## src/rtl/mux_sel_scheduler_pkg.sv

```systemverilog
// mux_sched_pkg: shared types, sizes and the round-robin pick function for mux_sel_scheduler
package mux_sched_pkg;
    localparam int NUM_CH = 4;
    localparam int SEL_W = 2;
    typedef enum logic {IDLE, HOLD} state_e;
    typedef struct packed {
        logic [SEL_W-1:0] idx;
        logic             found;
    } pick_t;
    // First set bit scanning ptr+1, ptr+2, ... wrapping; exclude masks ptr unless it is the only requester
    function automatic pick_t next_rr(input logic [SEL_W-1:0] ptr, input logic [NUM_CH-1:0] req, input logic exclude);
        logic [NUM_CH-1:0] m;
        logic [SEL_W-1:0] c;
        pick_t p;
        m = req;
        if (exclude) m[ptr] = 1'b0;
        if (m == '0) m = req;
        p = '0;
        for (int i = NUM_CH; i >= 1; i--) begin
            c = ptr + SEL_W'(i);
            if (m[c]) p.idx = c;
        end
        p.found = |m;
        return p;
    endfunction
endpackage

```

## src/rtl/mux_sel_scheduler_if.sv

```systemverilog
// mux_sel_scheduler_if: request/dwell/ready inputs and select/grant outputs of the mux scheduler
interface mux_sel_scheduler_if import mux_sched_pkg::*; #(parameter int DWELL_W = 4) ();
    logic               enable;
    logic [NUM_CH-1:0]  req;
    logic [DWELL_W-1:0] dwell;
    logic               ready;
    logic [SEL_W-1:0]   sel;
    logic               sel_valid;
    logic [NUM_CH-1:0]  grant;
    logic               switch_pulse;
    modport master (output enable, req, dwell, ready, input sel, sel_valid, grant, switch_pulse);
    modport slave (input enable, req, dwell, ready, output sel, sel_valid, grant, switch_pulse);
endinterface

```

## src/rtl/mux_sel_scheduler_rr_pick4.sv

```systemverilog
// rr_pick4: combinational rotate-and-priority-encode of four requests starting after rr_ptr
module rr_pick4 import mux_sched_pkg::*; (
    input  logic [NUM_CH-1:0] req,
    input  logic [SEL_W-1:0]  rr_ptr,
    input  logic              exclude,
    output logic [SEL_W-1:0]  idx,
    output logic              found
);
    pick_t p;
    assign p = next_rr(rr_ptr, req, exclude);
    assign idx = p.idx;
    assign found = p.found;
endmodule

```

## src/rtl/mux_sel_scheduler.sv

```systemverilog
// mux_sel_scheduler: round-robin 4:1 mux select scheduler with dwell hold; MUX_SEL_PRIORITY_EN lets ch0 preempt
module mux_sel_scheduler import mux_sched_pkg::*; #(parameter int DWELL_W = 4) (
    input logic clk,
    input logic reset,
    mux_sel_scheduler_if.slave bus
);
    state_e             state_q, state_d;
    logic [SEL_W-1:0]   sel_q, sel_d, rr_q, rr_d;
    logic [DWELL_W-1:0] cnt_q, cnt_d;
    logic               valid_q, valid_d, pulse_q, pulse_d;
    logic [NUM_CH-1:0]  grant_q, grant_d;
    logic [SEL_W-1:0]   pick_idx, ch;
    logic               pick_found, hold, preempt, rel, start;
    logic [DWELL_W-1:0] load;
    assign hold = state_q == HOLD;
    // Rotation starts just after the last granted channel, so the held one comes last
    rr_pick4 u_pick (.req(bus.req), .rr_ptr(rr_q), .exclude(hold), .idx(pick_idx), .found(pick_found));
`ifdef MUX_SEL_PRIORITY_EN
    assign preempt = hold && bus.req[0] && sel_q != '0;
`else
    assign preempt = 1'b0;
`endif
    assign load = bus.dwell == '0 ? DWELL_W'(1) : bus.dwell;
    assign ch = preempt ? '0 : pick_idx;
    assign rel = hold && ((bus.ready && (cnt_q == DWELL_W'(1) || preempt)) || !bus.req[sel_q] || !bus.enable);
    assign start = bus.enable && (hold ? rel : 1'b1) && (pick_found || preempt);
    always_comb begin
        state_d = state_q;
        sel_d = sel_q;
        rr_d = rr_q;
        cnt_d = cnt_q;
        valid_d = valid_q;
        grant_d = grant_q;
        pulse_d = 1'b0;
        if (start) begin
            state_d = HOLD;
            sel_d = ch;
            rr_d = ch;
            cnt_d = load;
            valid_d = 1'b1;
            grant_d = NUM_CH'(1) << ch;
            pulse_d = 1'b1;
        end else if (rel) begin
            state_d = IDLE;
            valid_d = 1'b0;
            grant_d = '0;
        end else if (hold && bus.ready) begin
            cnt_d = cnt_q - DWELL_W'(1);
        end
    end
    always_ff @(posedge clk or posedge reset) begin
        if (reset) begin
            state_q <= IDLE;
            sel_q <= '0;
            rr_q <= SEL_W'(NUM_CH - 1);
            cnt_q <= '0;
            valid_q <= 1'b0;
            grant_q <= '0;
            pulse_q <= 1'b0;
        end else begin
            state_q <= state_d;
            sel_q <= sel_d;
            rr_q <= rr_d;
            cnt_q <= cnt_d;
            valid_q <= valid_d;
            grant_q <= grant_d;
            pulse_q <= pulse_d;
        end
    end
    assign bus.sel = sel_q;
    assign bus.sel_valid = valid_q;
    assign bus.grant = grant_q;
    assign bus.switch_pulse = pulse_q;
endmodule

```

## src/flat_wrapper.sv

```systemverilog
// flat-port wrapper written by rule: the top's interface ports become plain ports
module mux_sel_scheduler_flat import mux_sched_pkg::*;
#(parameter int DWELL_W = 4)
  (clk, reset, bus_enable, bus_req, bus_dwell, bus_ready, bus_sel, bus_sel_valid, bus_grant, bus_switch_pulse);
  mux_sel_scheduler_if #(.DWELL_W(DWELL_W)) bus_i ();
  input logic clk;
  input logic reset;
  input wire logic [$bits(bus_i.enable)-1:0] bus_enable;
  input wire logic [$bits(bus_i.req)-1:0] bus_req;
  input wire logic [$bits(bus_i.dwell)-1:0] bus_dwell;
  input wire logic [$bits(bus_i.ready)-1:0] bus_ready;
  output wire logic [$bits(bus_i.sel)-1:0] bus_sel;
  output wire logic [$bits(bus_i.sel_valid)-1:0] bus_sel_valid;
  output wire logic [$bits(bus_i.grant)-1:0] bus_grant;
  output wire logic [$bits(bus_i.switch_pulse)-1:0] bus_switch_pulse;
  assign bus_i.enable = bus_enable;
  assign bus_i.req = bus_req;
  assign bus_i.dwell = bus_dwell;
  assign bus_i.ready = bus_ready;
  assign bus_sel = bus_i.sel;
  assign bus_sel_valid = bus_i.sel_valid;
  assign bus_grant = bus_i.grant;
  assign bus_switch_pulse = bus_i.switch_pulse;
  mux_sel_scheduler #(.DWELL_W(DWELL_W)) u_core (.clk(clk), .reset(reset), .bus(bus_i));
endmodule
```

## config.mk

```make
export PLATFORM = sky130hd
export DESIGN_NAME = mux_sel_scheduler_flat
export DESIGN_NICKNAME = d
export VERILOG_FILES = /design/src/rtl/mux_sel_scheduler_pkg.sv /design/src/rtl/mux_sel_scheduler_if.sv /design/src/rtl/mux_sel_scheduler_rr_pick4.sv /design/src/rtl/mux_sel_scheduler.sv /design/src/flat_wrapper.sv
export SDC_FILE = /design/constraint.sdc
export NUM_CORES = 1
export LEC_CHECK = 0
export CAP_MARGIN = 20
export CORE_ASPECT_RATIO = 1.1
export CORE_UTILIZATION = 61
export CTS_CLUSTER_DIAMETER = 50
export DETAILED_ROUTE_END_ITERATION = 10
export DONT_BUFFER_PORTS = 1
export PLACE_DENSITY = 0.8
export SETUP_SLACK_MARGIN = 0.02
export SYNTH_ARGS = -nofsm -noshare
export SYNTH_HDL_FRONTEND = slang
export SYNTH_HIERARCHICAL = 1
export SYNTH_SLANG_ARGS = --single-unit
```

## constraint.sdc

```tcl
create_clock -name clk -period 3.3 [get_ports clk]
set_input_delay 0.99 -clock clk [delete_from_list [all_inputs] [get_ports clk]]
set_output_delay 0.99 -clock clk [all_outputs]
set_load 0.005 [all_outputs]
```

==> out/qor.txt <==
Number of global-route vias before repair: 746
Cts bufs inserted: 3
Crit. End Element: flop
Ys flop type: dfrtp_1
Post-CTS sizing: 0
First-pass GRT wire length: 3.31 mm
Clock transition at the registers of the reported paths: 0.08 ns
CP startpoint kind: flop
Drt drc: 0
Worst-margin pin slew: 0.498 ns
CP max stage delay: 0.62 ns
Post-Synthesis Cells: 110
Die Height: 45.8 um
Drt total wl: 2.08 mm
DR WL/cell: 16.3 um
Final cell count without fillers: 128
Synth top area share: 28.3%
Final period util: 88.7%
EDFF count, synth: 0
Grt ovf: 0
Worst path slowest cell: dfstp_2
Dpl cells: 125
Antenna cells: 0
CTS H-Tree Depth: 1
Synthesized area per cell: 9.66 um2
Drt initial violations: 20
Grt peak-use layer: met2
Final Hold Vio Count: 0
Die Wd: 41.8 um
Clock buffer depth: 2
Met3 Use GR: 1.59%
Area contributors post-synth: dfrtp_1 (28%), ha_1 (7.1%), nand2_1 (6.4%)
FF+latch count, synth: 14
CP arrival: 3.10 ns
GR Util met1: 31.0%
Final setup TNS: 0 ns
Post-CTS Setup Bufs: 0
Critical path startpoint: u_core/rr_q[0]$_DFFE_PP1P_
Worst R2R Start: u_core/rr_q[0]$_DFFE_PP1P_
Worst Reg-to-Reg Cells: 9
Pwr/cell area: 852 nW/um2
Initial antenna violation count: 0
DP HPWL: 1.59 mm
Met2 Usage GRT: 37.8%
RSZ-0062 raised after global routing: false
Yosys cell types: 41
GRT Util Overall: 23.1%
Static Leak: 0.474 nW
Clock Latency Late Sink: 0.27 ns
Register area share after synthesis: 33.2%
Total number of vias: 837
Clk_skew: 0.00416 ns
Setup violations, final: 0
Worst setup endpoint: u_core/bus.grant[0]$_DFFE_PP0P_
CTS tree: built
Number of I/O port buffers: 0
Core Footprint: 1600 um2
Die area: 1910 um2
Final min period: 2.93 ns
FF-to-FF setup slack: 0.37 ns
Pin count of the biggest net entering global routing: 15
Slew Viols, Final: 0
Worst-path cell chain: inv_1 -> ha_1 -> or2b_2 -> a41oi_1 -> mux4_2 -> nor3_1 -> a211oi_1 -> nor2_1 -> a22o_1
# rows: 15
DRT antenna net count: 0
Worst vdd rail ir drop: 543 uV
Area leader, netlist: dfrtp_1
Mapped Nets: 128
Critical setup path kind: reg -> reg
Synth Cell Area: 1060 um2
CTS Root Buffer Type: clkbuf_4
Hold WC Path Type: reg -> reg
Placer Congestion: 0.841
# Max-Cap Violations: 0
Status: complete, no violations
Area grow syn2layout: 2.00%
Achievable Freq: 0.342 GHz
Reg-to-Reg End: u_core/bus.grant[0]$_DFFE_PP0P_
Nets: 131
CP Max Fanout: 8
Vias/cell: 6.54
I/O Pins: 20
Rel. slew slack: 66.8%
Worst Path Required: 3.47 ns
Hold_buf cts: 0
Warnings, synthesis: 6
Initial Util: 66.6%
CTS Sinks: 14
Share of cells above drive strength 1: 16.2%
Ys async rst share: 100%
1st-pass router iterations: 4
logic make-up after synthesis:
family	Yosys count	synth area share (%)
AOI/OAI and AO/OA	33	26.5
adders and majority gates	6	7.07
DFF	14	33.2
muxes	8	9.89
and+or+nand+nor	40	18.7
buffers and inverters	9	4.59
stage by stage:
stage                     worst slack [ns]  utilization (%)  power (mW)  cell area [um2]  hold slack (ns)
after floorplan                      0.536                -       0.744             1060            0.477
after global placement               0.395             66.5       0.808             1060            0.493
after detailed placement             0.356             66.5       0.825             1060            0.503
after CTS                            0.399             67.9       0.919             1080            0.514
after global routing                 0.216             67.9       0.995             1080            0.541
final                                0.373             67.9       0.923             1080            0.515
report_power, final:
group	total, mW	leakage (nW)	internal, mW	switching [mW]
Sequential	0.339	0.167	0.249	0.0898
Clock	0.0928	0.0138	0.0422	0.0506
Combinational	0.492	0.293	0.224	0.268
Total	0.923	0.474	0.515	0.408
how the worst min path moves through the flow:
| stage | slack [ns] | from | cells after the start | endpoint |
|---|---|---|---|---|
| global placement | 0.49 | u_core/rr_q[1]$_DFFE_PP1P_ | 2 | u_core/rr_q[1]$_DFFE_PP1P_ |
| global route | 0.54 | u_core/rr_q[1]$_DFFE_PP1P_ | 2 | u_core/rr_q[1]$_DFFE_PP1P_ |
| finish | 0.51 | u_core/rr_q[1]$_DFFE_PP1P_ | 2 | u_core/rr_q[1]$_DFFE_PP1P_ |
| floorplan | 0.48 | u_core/rr_q[1]$_DFFE_PP1P_ | 2 | u_core/rr_q[1]$_DFFE_PP1P_ |
| CTS | 0.51 | u_core/rr_q[1]$_DFFE_PP1P_ | 2 | u_core/rr_q[1]$_DFFE_PP1P_ |
| detailed placement | 0.50 | u_core/rr_q[1]$_DFFE_PP1P_ | 2 | u_core/rr_q[1]$_DFFE_PP1P_ |
cells in the mapped netlist (2+ instances only):
| library cell | n |
|---|---|
| a21boi_0 | 3 |
| a31oi_1 | 2 |
| a41oi_2 | 3 |
| buf_6 | 2 |
| dfrtp_1 | 12 |
| dfstp_2 | 2 |
| ha_1 | 6 |
| inv_1 | 6 |
| mux2i_1 | 6 |
| mux4_2 | 2 |
| nand2_1 | 18 |
| nand2b_1 | 3 |
| nand3_1 | 2 |
| nor2_1 | 6 |
| nor3_1 | 3 |
| o21ai_0 | 5 |
| o2bb2ai_1 | 3 |
| o31ai_1 | 2 |
| or2b_2 | 2 |
layout make-up:
cell class,instances,area (um2)
multi-input combinational,87,661
clock buffer,3,22.5
fill,122,512
sequential,14,353
inverter,7,26.3
tap,17,21.3
critical path: cells and delay by family, from the launching register on:
kind / cells / cell delay (ns)
AO/OA/AOI/OAI: 3 / 1.02
adder cells (fa/ha/maj): 1 / 0.23
buffers and inverters: 1 / 0.12
flip-flops: 1 / 0.62
multiplexers: 1 / 0.32
AND/OR/NAND/NOR: 3 / 0.49
flip-flops by register name, summed over array words and instances, names as in the netlist:
register,count
u_core/rr_q,2
u_core/bus.grant,4
u_core/bus.sel_valid,1
u_core/bus.sel,2
u_core/bus.switch_pulse,1
u_core/cnt_q,4
per-layer routing:
| metal | vias to the layer above | wire length [um] |
|---|---|---|
| li1 | 418 | - |
| met5 | - | 0 |
| met1 | 387 | 911 |
| met3 | 6 | 72 |
| met2 | 26 | 1050 |
| met4 | 0 | 51 |
placed cells by master (no fill, tap or decap), types with 2 or more instances in the layout:
master	count
or2b_2	2
a31oi_1	2
nor3_1	3
ha_1	6
o21ai_0	5
nand2b_1	3
inv_1	6
clkbuf_4	3
nor2_1	6
a21boi_0	3
mux2i_1	6
dfrtp_1	12
o2bb2ai_1	3
dfstp_2	2
o31ai_1	2
nand2_1	18
a41oi_2	3
mux4_2	2
nand3_1	2
Power figures use the tool's default switching activity.
